$ cat config.mk
export PLATFORM = sky130hd
export DESIGN_NAME = dispatch_stage_flat
export DESIGN_NICKNAME = d
export VERILOG_FILES = /design/src/rtl/weasel_pkg.sv /design/src/rtl/dispatch_stage_if.sv /design/src/rtl/dispatch_compact.sv /design/src/rtl/dispatch_stage.sv /design/src/flat_wrapper.sv
export SDC_FILE = /design/constraint.sdc
export NUM_CORES = 1
export LEC_CHECK = 0
export CORE_MARGIN = 4
export CORE_UTILIZATION = 30
export CTS_CLUSTER_SIZE = 40
export DETAILED_ROUTE_END_ITERATION = 6
export PLACE_DENSITY = 0.55
export SYNTH_ARGS = -nofsm -noshare
export SYNTH_HDL_FRONTEND = slang
export SYNTH_SLANG_ARGS = --single-unit
$ cat constraint.sdc
create_clock -name i_clk -period 4.62 [get_ports i_clk]
set_input_delay 0.693 -clock i_clk [delete_from_list [all_inputs] [get_ports i_clk]]
set_output_delay 0.693 -clock i_clk [all_outputs]
set_load 0.05 [all_outputs]
$ cat src/rtl/weasel_pkg.sv
// Shared types and helpers for the dispatch stage and its entry queue.
package weasel_pkg;

  // Bits needed to hold an occupancy value in 0..size.
  function automatic int unsigned size_width(input int unsigned size);
    return $clog2(size + 1);
  endfunction

  typedef enum logic {
    DISP_EMPTY,
    DISP_HOLD
  } dispatch_state_e;

  // Default per-lane entry payload.
  typedef logic [3:0] entry_t;

endpackage

$ cat src/rtl/dispatch_stage_if.sv
// Decode-to-dispatch bundle handshake: per-lane valid/data plus a single ready.
interface dispatch_stage_if
  import weasel_pkg::*;
#(
  parameter int unsigned Producers = 2,
  parameter type         T         = entry_t
);

  logic [Producers-1:0] valid;
  T     [Producers-1:0] data;
  logic                 ready;

  modport master (output valid, output data, input ready);
  modport slave  (input valid, input data, output ready);

endinterface

$ cat src/rtl/dispatch_compact.sv
// Packs the set lanes of a bundle toward lane 0, preserving lane order, and counts them.
module dispatch_compact #(
  parameter int unsigned Producers = 2,
  parameter type         T         = logic [3:0],
  localparam int unsigned CntW     = $clog2(Producers + 1)
) (
  input  logic [Producers-1:0] valid,
  input  T     [Producers-1:0] data,
  output T     [Producers-1:0] packed_data,
  output logic [CntW-1:0]      cnt
);

  int unsigned idx;

  // Lane k lands in slot idx, where idx counts set lanes below k; unused slots read zero.
  always_comb begin
    packed_data = '0;
    idx         = 0;
    for (int unsigned k = 0; k < Producers; k++) begin
      if (valid[k]) begin
        for (int unsigned j = 0; j < Producers; j++) begin
          if (idx == j) begin
            packed_data[j] = data[k];
          end
        end
        idx = idx + 1;
      end
    end
    cnt = CntW'(idx);
  end

endmodule

$ cat src/rtl/dispatch_stage.sv
// Dispatch stage: registers a compacted decode bundle and pushes it into the entry
// queue only when the whole bundle fits in the queue's free space.
// Optional build macro DISPATCH_STALL_COUNT_EN adds a saturating stall-cycle counter.
module dispatch_stage
  import weasel_pkg::*;
#(
  parameter int unsigned Size      = 4,
  parameter type         T         = entry_t,
  parameter int unsigned Producers = 2
) (
  input  logic                        i_clk,
  input  logic                        i_rst_n,
  dispatch_stage_if.slave             up,
  input  logic                        i_flush,
  input  logic [size_width(Size)-1:0] i_size,
  output logic [Producers-1:0]        o_push,
  output T     [Producers-1:0]        o_data
`ifdef DISPATCH_STALL_COUNT_EN
  ,
  output logic [15:0]                 o_stall_cnt
`endif
);

  localparam int unsigned SizeW = size_width(Size);
  localparam int unsigned CntW  = $clog2(Producers + 1);

  dispatch_state_e      state_q, state_d;
  logic [CntW-1:0]      cnt_q, cnt_d;
  T     [Producers-1:0] data_q, data_d;

  T     [Producers-1:0] cmp_data;
  logic [CntW-1:0]      cmp_cnt;

  logic                 hold_valid;
  logic [SizeW:0]       free;
  logic                 fits;
  logic                 accept;

  dispatch_compact #(
    .Producers (Producers),
    .T         (T)
  ) u_compact (
    .valid       (up.valid),
    .data        (up.data),
    .packed_data (cmp_data),
    .cnt         (cmp_cnt)
  );

  // Room check against the reported occupancy; pops this cycle are deliberately not credited.
  always_comb begin
    hold_valid = (state_q == DISP_HOLD);
    free       = (SizeW + 1)'(Size) - {1'b0, i_size};
    fits       = hold_valid && (32'(cnt_q) <= 32'(free));
    up.ready   = !i_rst_n || !hold_valid || fits;
    accept     = up.ready && (|up.valid) && !i_flush;
  end

  // Queue-facing outputs: contiguous push from lane 0, data shown even while stalled.
  always_comb begin
    o_push = '0;
    for (int unsigned k = 0; k < Producers; k++) begin
      o_push[k] = i_rst_n && fits && !i_flush && (32'(k) < 32'(cnt_q));
    end
    o_data = (i_rst_n && hold_valid) ? data_q : '0;
  end

  // Next-state: load on accept, drain to empty once pushed, flush overrides everything.
  always_comb begin
    state_d = state_q;
    cnt_d   = cnt_q;
    data_d  = data_q;
    case (state_q)
      DISP_EMPTY: begin
        if (accept) begin
          state_d = DISP_HOLD;
          cnt_d   = cmp_cnt;
          data_d  = cmp_data;
        end
      end
      DISP_HOLD: begin
        if (accept) begin
          cnt_d  = cmp_cnt;
          data_d = cmp_data;
        end else if (fits) begin
          state_d = DISP_EMPTY;
          cnt_d   = '0;
        end
      end
      default: begin
        state_d = DISP_EMPTY;
        cnt_d   = '0;
      end
    endcase
    if (i_flush) begin
      state_d = DISP_EMPTY;
      cnt_d   = '0;
    end
  end

  // State register with synchronous active-low reset.
  always_ff @(posedge i_clk) begin
    if (!i_rst_n) begin
      state_q <= DISP_EMPTY;
      cnt_q   <= '0;
      data_q  <= '0;
    end else begin
      state_q <= state_d;
      cnt_q   <= cnt_d;
      data_q  <= data_d;
    end
  end

`ifdef DISPATCH_STALL_COUNT_EN
  logic [15:0] stall_cnt_q;

  // Counts cycles a held bundle waits for room; saturates, cleared only by reset.
  always_ff @(posedge i_clk) begin
    if (!i_rst_n) begin
      stall_cnt_q <= '0;
    end else if (hold_valid && !fits && !i_flush && (stall_cnt_q != 16'hFFFF)) begin
      stall_cnt_q <= stall_cnt_q + 16'd1;
    end
  end

  assign o_stall_cnt = stall_cnt_q;
`endif

  // Queue occupancy beyond capacity means the queue and this stage disagree on Size.
  size_legal_a: assert property (@(posedge i_clk) disable iff (!i_rst_n)
    32'(i_size) <= Size);

endmodule
$ cat src/flat_wrapper.sv
// flat-port wrapper written by rule: the top's interface ports become plain ports
module dispatch_stage_flat import weasel_pkg::*;
#(
  parameter int unsigned Size      = 4,
  parameter type         T         = entry_t,
  parameter int unsigned Producers = 2
)
  (i_clk, i_rst_n, i_flush, i_size, o_push, o_data, up_valid, up_data, up_ready);
  dispatch_stage_if #(.Producers(Producers), .T(T)) up_i ();
  input  logic i_clk;
  input  logic i_rst_n;
  input  logic i_flush;
  input  logic [size_width(Size)-1:0] i_size;
  output logic [Producers-1:0] o_push;
  output T     [Producers-1:0] o_data;
  input wire logic [$bits(up_i.valid)-1:0] up_valid;
  input wire logic [$bits(up_i.data)-1:0] up_data;
  output wire logic [$bits(up_i.ready)-1:0] up_ready;
  assign up_i.valid = up_valid;
  assign up_i.data = up_data;
  assign up_ready = up_i.ready;
  dispatch_stage #(.Size(Size), .T(T), .Producers(Producers)) u_core (.i_clk(i_clk), .i_rst_n(i_rst_n), .up(up_i), .i_flush(i_flush), .i_size(i_size), .o_push(o_push), .o_data(o_data));
endmodule
## Word-level counts from Yosys, hierarchy flattened

Index checks and enable logic that the tools add are counted.

| storage, ports and cells | value |
|---|---|
| memories | 0 |
| ROM bits | 0 |
| bits in latches | 0 |
| output and inout port bits | 11 |
| RAM bits | 0 |
| register bits after elaboration | 11 |
| logic and storage cells | 47 |

| cells by class | value |
|---|---|
| add/sub/neg operators | 2 |
| eq/ne operators | 3 |
| divide/modulo/power cells | 0 |
| multiply operators | 0 |
| shift operators | 0 |
| $lt $le $gt $ge | 3 |
| muxes and demuxes | 16 |
| reduce and logical (&&, ||, !) cells | 17 |
| bitwise logic cells | 2 |

Operators by type and width:

| cell | number |
|---|---|
| $eq 32x1->1 const B | 1 |
| $logic_not 32->1 | 1 |
| $mux 8 | 3 |
| $mux 4 | 3 |
| $logic_and 1x1->1 | 8 |
| $mux 2 | 4 |
| $le 2x4->1 | 1 |
| $lt 1x2->1 const A | 2 |
| $mux 1 | 4 |
| $pmux 2 s2 | 1 |
| $reduce_or 2->1 | 2 |
| $sub 3x3->4 const A | 1 |
| $logic_not 1->1 | 3 |
| $ne 3x3->1 const B | 1 |
| $add 1x1->2 const B | 1 |
| $logic_or 1x1->1 | 2 |
| $ne 2x1->1 const B | 1 |
| $not 1->1 | 2 |
| $pmux 1 s2 | 1 |
| $reduce_and 2->1 | 1 |

## Depth between registers and ports, before layout

Gate-level depths: netlist of run 1.

| depth | value |
|---|---|
| depth after elaboration | 8 |
| depth in mapped cells | 9 |
| gate-level depth less buffers | 8 |

## Cells and area by module

A second synthesis of run 1 with hierarchy kept.

| second synthesis, totals | value |
|---|---|
| cells, all modules | 88 |
| area, all modules | 720.7 um^2 |

Modules (own cells, without submodules):

| module | instances | cells an instance | area an instance (um^2) | sequential area each (um^2) |
|---|---|---|---|---|
| dispatch_stage | 1 | 78 | 634.4 | 220.2 |
| dispatch_compact | 1 | 10 | 86.3 | 0.0 |

## Worst setup path after synthesis of run 1

Ideal clock, no wire load.

| timing path | value |
|---|---|
| kind | input port to output port |
| from | input i_size[0] |
| to | output o_push[0] |
| path slack | 1.429 ns |
| path buffers | 0 |
| stages on the path | 8 |
| arrival | 2.498 ns |
| required time | 3.927 ns |
| cell sequence | inv_1 -> ha_1 -> inv_1 -> ha_1 -> nor2b_1 -> o221a_2 -> nand2b_1 -> nor2_1 |

| between the ends | value |
|---|---|
| word-level cells in the longest chain between the ends | 6 |

RTL lines:

| what | RTL line | text |
|---|---|---|
| from (decl) | flat_wrapper.sv:13 | `input logic [size_width(Size)-1:0] i_size;` |
| $sub 3x3->4 | dispatch_stage.sv:52 | `free = (SizeW + 1)'(Size) - {1'b0, i_size};` |
| $le 2x4->1 | dispatch_stage.sv:53 | `fits = hold_valid && (32'(cnt_q) <= 32'(free));` |
| $logic_and 1x1->1 | dispatch_stage.sv:53 |  |
| $logic_and 1x1->1 (3 in series) | dispatch_stage.sv:62 | `o_push[k] = i_rst_n && fits && !i_flush && (32'(k) < 32'(cnt_q));` |
| to (decl) | flat_wrapper.sv:14 | `output logic [Producers-1:0] o_push;` |

Every way passes these cells.

## Worst setup path after layout of run 1

| timing path | value |
|---|---|
| from | input i_size[0] |
| to | output o_push[1] |

Same word-level chain as after synthesis.

==> impl_metrics.tcl, run 1 <==
set metrics [dict create \
    outcome "finished, final reports clean" \
    leakage_uw 0.0004603 \
    clock-skew-final_ns 0.0001193 \
    grt_first_pass_wirelength_mm 2.842 \
    cts_htree_levels 1 \
    cts_repair_resize_count 0 \
    syn_nets 116 \
    maxSlewHeadroom_pct 56.43 \
    io_buffers 26 \
    track_usage_pct 10.77 \
    synth_seq_cells 11 \
    grt_overflow_total 0 \
    die-width_um 57.73 \
    syn_area_per_cell_um2 7.810 \
    grt_max_degree 27 \
    final_area_mm2 0.001021 \
    layout_setup_ws_ns 0.5663 \
    post_cts_buffers 0 \
    tns_ns 0 \
    criticalPathCategory "in2out" \
    worst_pin_slew_ns 0.6536 \
    crit_path_max_fanout 6 \
    vias 711 \
    hold_class "reg2reg" \
    cts_buffers 3 \
    io-pin-count 27 \
    antenna_found_initial 0 \
    hold-worst-slack_ns 0.4539 \
    hpwl_mm 1.276 \
    drc 0 \
    gp_congestion 0.7649 \
    first_iter_violations 5 \
    startpoint_type "primary input" \
    clkTransAtPathRegs_ns 0.07 \
    synth_flop_cell "dfxtp_1" \
    n_antenna_cell 0 \
    setup_violations 0 \
    max-clock-path-buffers 2 \
    fmax_mhz 246.7 \
    placed_cell_area_um2 994.7 \
    final_nets 141 \
    die_area_mm2 0.003333 \
    ys_seq_area_share_pct 29.68 \
    grt_pass1_vias 696 \
    post-route-period-util_pct 87.74 \
    cp.required_ns 3.93 \
    cap_viol_max_count 0 \
    critical_path.cell_chain "clkdlybuf4s50_1 > inv_1 > ha_1 > inv_1 > ha_1 > nor2b_1 > o221a_2 > nand2b_1 > nor2_1 > clkdlybuf4s50_1" \
    rsz0062_at_grt "no" \
    clk_latency_ns 0.26 \
    synth-edff-count 0 \
    wirelength_mm 1.636 \
    slew_viol_final 0 \
    core_mm2 0.002276 \
    cts_tree "done" \
    critPathArrivalTime_ns 3.36 \
    ir_worst_vdd_uv 101.0 \
    num-fill-cells 234 \
    vias_per_cell 4.837 \
    layout_min_cycle_time_ns 4.054 \
    area_growth_pct 37.61 \
    async_flop_share_pct 0 \
    p_total_uw 211.4 \
    cpPeakStageDelay_ns 0.81 \
    drt-wirelength-per-cell_um 11.13 \
    final_antenna_net_count 0 \
    end_kind "output port" \
    pwr_density_cell_mw_per_mm2 207.0 \
    firstDrtPassIters 4 \
    die_y_um 57.73 \
    critPathSlowestCell "clkdlybuf4s50_1" \
    syn_area_um2 742.0 \
    start_util_pct 32.60 \
    yosysWarningCount 0 \
    cts.root.buffer_cell "clkbuf_4" \
    rows 17 \
    synthCells 95 \
    ctsHoldBuffers 0 \
    hold_viol 0 \
    ys_types 22 \
    place_ws_ns 0.5490 \
    numClockSinks 11 \
    drive_above_1_share_pct 4.202 \
]
## critical path: cells and delay by family
family	cells	cell delay (ns)
adder cells (fa/ha/maj)	2	0.53
buffers and inverters	4	1.42
AO/OA/AOI/OAI	1	0.29
AND/OR/NAND/NOR	3	0.41
## placed cells by master, fill, tap and decap left out
cell and n:
buf_4 1, dfxtp_1 11, clkbuf_1 1, nor2b_1 2, o221a_2 1, nor2_1 3, nand4_1 4, nand2_1 25
and3_1 8, o211ai_1 1, mux2i_1 10, nor4bb_1 1, clkbuf_4 3, o21bai_1 1, nand2b_1 1, clkdlybuf4s50_1 26
inv_1 7, a21boi_1 1, ha_1 5, a311o_1 1, nand3_1 1, o21ai_0 5
## power breakdown
part           internal, uW  leakage, uW  total (uW)  switching, uW
Clock                  33.4    0.0000150        64.8           31.5
Combinational          23.5     0.000356        45.1           21.6
Sequential             98.5    0.0000896         101           2.99
## layout make-up
type / count / area [um^2] / share of cell area, %
Sequential cell: 11 / 220.2 / 21.57
Clock buffer: 4 / 26.28 / 2.574
Inverter: 7 / 26.28 / 2.574
Timing Repair Buffer: 27 / 267.8 / 26.23
Multi-Input combinational cell: 70 / 445.4 / 43.63
Tap cell: 28 / 35.03 / 3.431
## cells by family after synthesis
| logic type | Yosys count | synth area share, % |
|---|---|---|
| simple gates | 45 | 28.84 |
| mux | 10 | 13.49 |
| compound gates | 10 | 9.275 |
| flops | 11 | 29.68 |
| fa+ha+maj | 5 | 8.432 |
| buf+inv | 14 | 10.29 |
## Yosys cell counts, drive strengths merged, types with 2 or more instances
| cell | instances | area [um^2] |
|---|---|---|
| nand2 | 25 | 93.84 |
| dfxtp | 11 | 220.2 |
| mux2i | 10 | 100.1 |
| and3 | 8 | 50.05 |
| inv | 7 | 26.28 |
| buf | 5 | 42.53 |
| ha | 5 | 62.56 |
| o21ai | 5 | 25.02 |
| nand4 | 4 | 25.02 |
| nor2 | 3 | 11.26 |
| clkbuf | 2 | 7.510 |
| nor2b | 2 | 12.51 |
## flip-flops by register name, summed over array words and instances, names as in the netlist
register / count
u_core.hold_valid: 1
u_core.data_q: 8
u_core.cnt_q: 2
## stage by stage
| step | utilization (%) | std cells |
|---|---|---|
| after floorplan | - | 95 |
| after global routing | 44.86 | 147 |
| after CTS | 44.86 | 147 |
| final | 44.86 | 147 |
| after detailed placement | 43.71 | 143 |
| after global placement | 43.71 | 143 |
## final timing paths
path | startpoint | endpoint | slack [ns] | cells past startpoint
hold / removal | u_core.data_q[1] | u_core.data_q[1] | 0.45 | 2
hold reg to reg | u_core.data_q[1] | u_core.data_q[1] | 0.45 | 2
setup / recovery | i_size[0] | o_push[1] | 0.57 | 10
setup reg to reg | u_core.cnt_q[1] | u_core.data_q[0] | 2.63 | 5
## layer usage
metal	up-vias	global-route usage, %	part of all wire (%)
met5	-	0	0
met2	14	19.84	47
met3	2	2.004	6.0
met4	0	5.960	0.92
met1	321	11.35	45
li1	374	-	-
Power figures use the tool's default switching activity.
==> run 2: changes to the inputs <==
CORE_UTILIZATION = 46   (was 30)
PLACE_DENSITY = 0.79   (was 0.55)
==> run 2 against run 1 <==
Clock skew hardly changed. Highest routed layer unchanged. Hold slack gained 0.0014 ns. Non-clock buffer count stayed put. Sequential share of layout area rose by 0.32 points. Sequential power about the same. Die area down 30%. Largest cell class unchanged. First-iteration DRC count grew to 3.4 times the previous value. Largest power group unchanged. Core utilization up 21 points.
==> impl_metrics.tcl, run 2 (synthesis gave the netlist of run 1 again) <==
set metrics [dict create \
    worst_pin_slew_ns 0.6317 \
    cts.root.buffer_cell "clkbuf_4" \
    n_antenna_cell 0 \
    startpoint_type "primary input" \
    ir_worst_vdd_uv 120.0 \
    largest_reg_flops 8 \
    utilization_pct 66.01 \
    post_cts_buffers 0 \
    critPathArrivalTime_ns 3.36 \
    drive_above_1_share_pct 4.202 \
    clkTransAtPathRegs_ns 0.07 \
    layout_min_cycle_time_ns 4.050 \
    vias 711 \
    grt_max_degree 28 \
    hpwl_mm 1.182 \
    final_nets 141 \
    fmax_mhz 246.9 \
    cts_htree_levels 1 \
    hold_class "reg2reg" \
    clock-skew-final_ns 0.0004882 \
    die_y_um 48.16 \
    drc 0 \
    drt-wirelength-per-cell_um 11.62 \
    core_mm2 0.001524 \
    vias_per_cell 5.267 \
    hold_viol 0 \
    setup_violations 0 \
    crit_path_max_fanout 6 \
    die-width_um 48.16 \
    firstDrtPassIters 4 \
    layout_setup_ws_ns 0.5698 \
    final_area_mm2 0.001006 \
    gp_congestion 0.6970 \
    track_usage_pct 14.22 \
    maxSlewHeadroom_pct 57.88 \
    rsz0062_at_grt "no" \
    area_growth_pct 35.58 \
    first_iter_violations 17 \
    antenna_found_initial 0 \
    max-clock-path-buffers 2 \
    grt_first_pass_wirelength_mm 2.297 \
    cts_repair_resize_count 0 \
    numClockSinks 11 \
    layout_common_cells "26 x clkdlybuf4s50_1, 25 x nand2_1, 11 x dfxtp_1" \
    criticalPathCategory "in2out" \
    rows 14 \
    slew_viol_final 0 \
    p_total_uw 213.9 \
    io-pin-count 27 \
    end_kind "output port" \
    layout_commonest_cell "clkdlybuf4s50_1" \
    placed_cell_area_um2 979.7 \
    outcome "finished, final reports clean" \
    final_antenna_net_count 0 \
    die_area_mm2 0.002319 \
    place_ws_ns 0.5690 \
    top_register "u_core.data_q" \
    start_util_pct 48.69 \
    clk_latency_ns 0.27 \
    ctsHoldBuffers 0 \
    cts_tree "done" \
    cts_buffers 3 \
    tns_ns 0 \
    wirelength_mm 1.569 \
    grt_overflow_total 0 \
    cp.required_ns 3.93 \
    pwr_density_cell_mw_per_mm2 212.7 \
    grt_pass1_vias 574 \
    io_buffers 26 \
    post-route-period-util_pct 87.67 \
    cap_viol_max_count 0 \
    leakage_uw 0.0004603 \
]
-- run 2: cell counts in the layout (fill, tap and decap cells not counted) --
No cell type changed its count.
-- run 2: path summary, 6_finish.rpt --
path | from | slack [ns] | depth (start not counted) | end
max | i_size[0] | 0.57 | 10 | o_push[1]
min | u_core.data_q[4] | 0.46 | 2 | u_core.data_q[4]
max reg2reg | u_core.cnt_q[1] | 2.63 | 5 | u_core.cnt_q[1]
min reg2reg | u_core.data_q[4] | 0.46 | 2 | u_core.data_q[4]
-- run 2: cell type report --
class | instances | area (um^2)
Clock buffer | 4 | 26.28
Timing Repair Buffer | 27 | 267.8
Sequential cell | 11 | 220.2
Inverter | 7 | 26.28
Tap cell | 16 | 20.02
Multi-Input combinational cell | 70 | 445.4
Fill cell | 135 | 518.0
-- run 2: metal layers --
layer	track usage, %	part of all wire (%)	vias to the layer above
met4	8.065	2.3	0
met3	2.214	4.5	4
met2	23.96	50	18
li1	-	-	368
met1	16.96	43	321
met5	0	0	-
-- run 2: where the power goes --
part | leakage [uW] | switching, uW | internal (uW) | total, uW
clock | 0.0000150 | 33.7 | 33.4 | 67.2
sequential | 0.0000896 | 2.96 | 98.5 | 101
combinational | 0.000356 | 21.7 | 23.6 | 45.3
total | 0.000460 | 58.4 | 156 | 214
-- run 2: worst max-delay path, cell delays in order --
cell and delay (ns):
clkdlybuf4s50_1 0.50, inv_1 0.05, ha_1 0.27, inv_1 0.04
ha_1 0.28, nor2b_1 0.14, o221a_2 0.29, nand2b_1 0.18
nor2_1 0.12, clkdlybuf4s50_1 0.80
-- run 2: stage by stage --
stage / hold WS, ns / std cells
6_report: 0.4553 / 135
5_1_grt: 0.4836 / 135
4_1_cts: 0.4614 / 135
3_5_place_dp: 0.4510 / 131
3_3_place_gp: 0.4415 / 131
2_1_floorplan: 0.4336 / 95
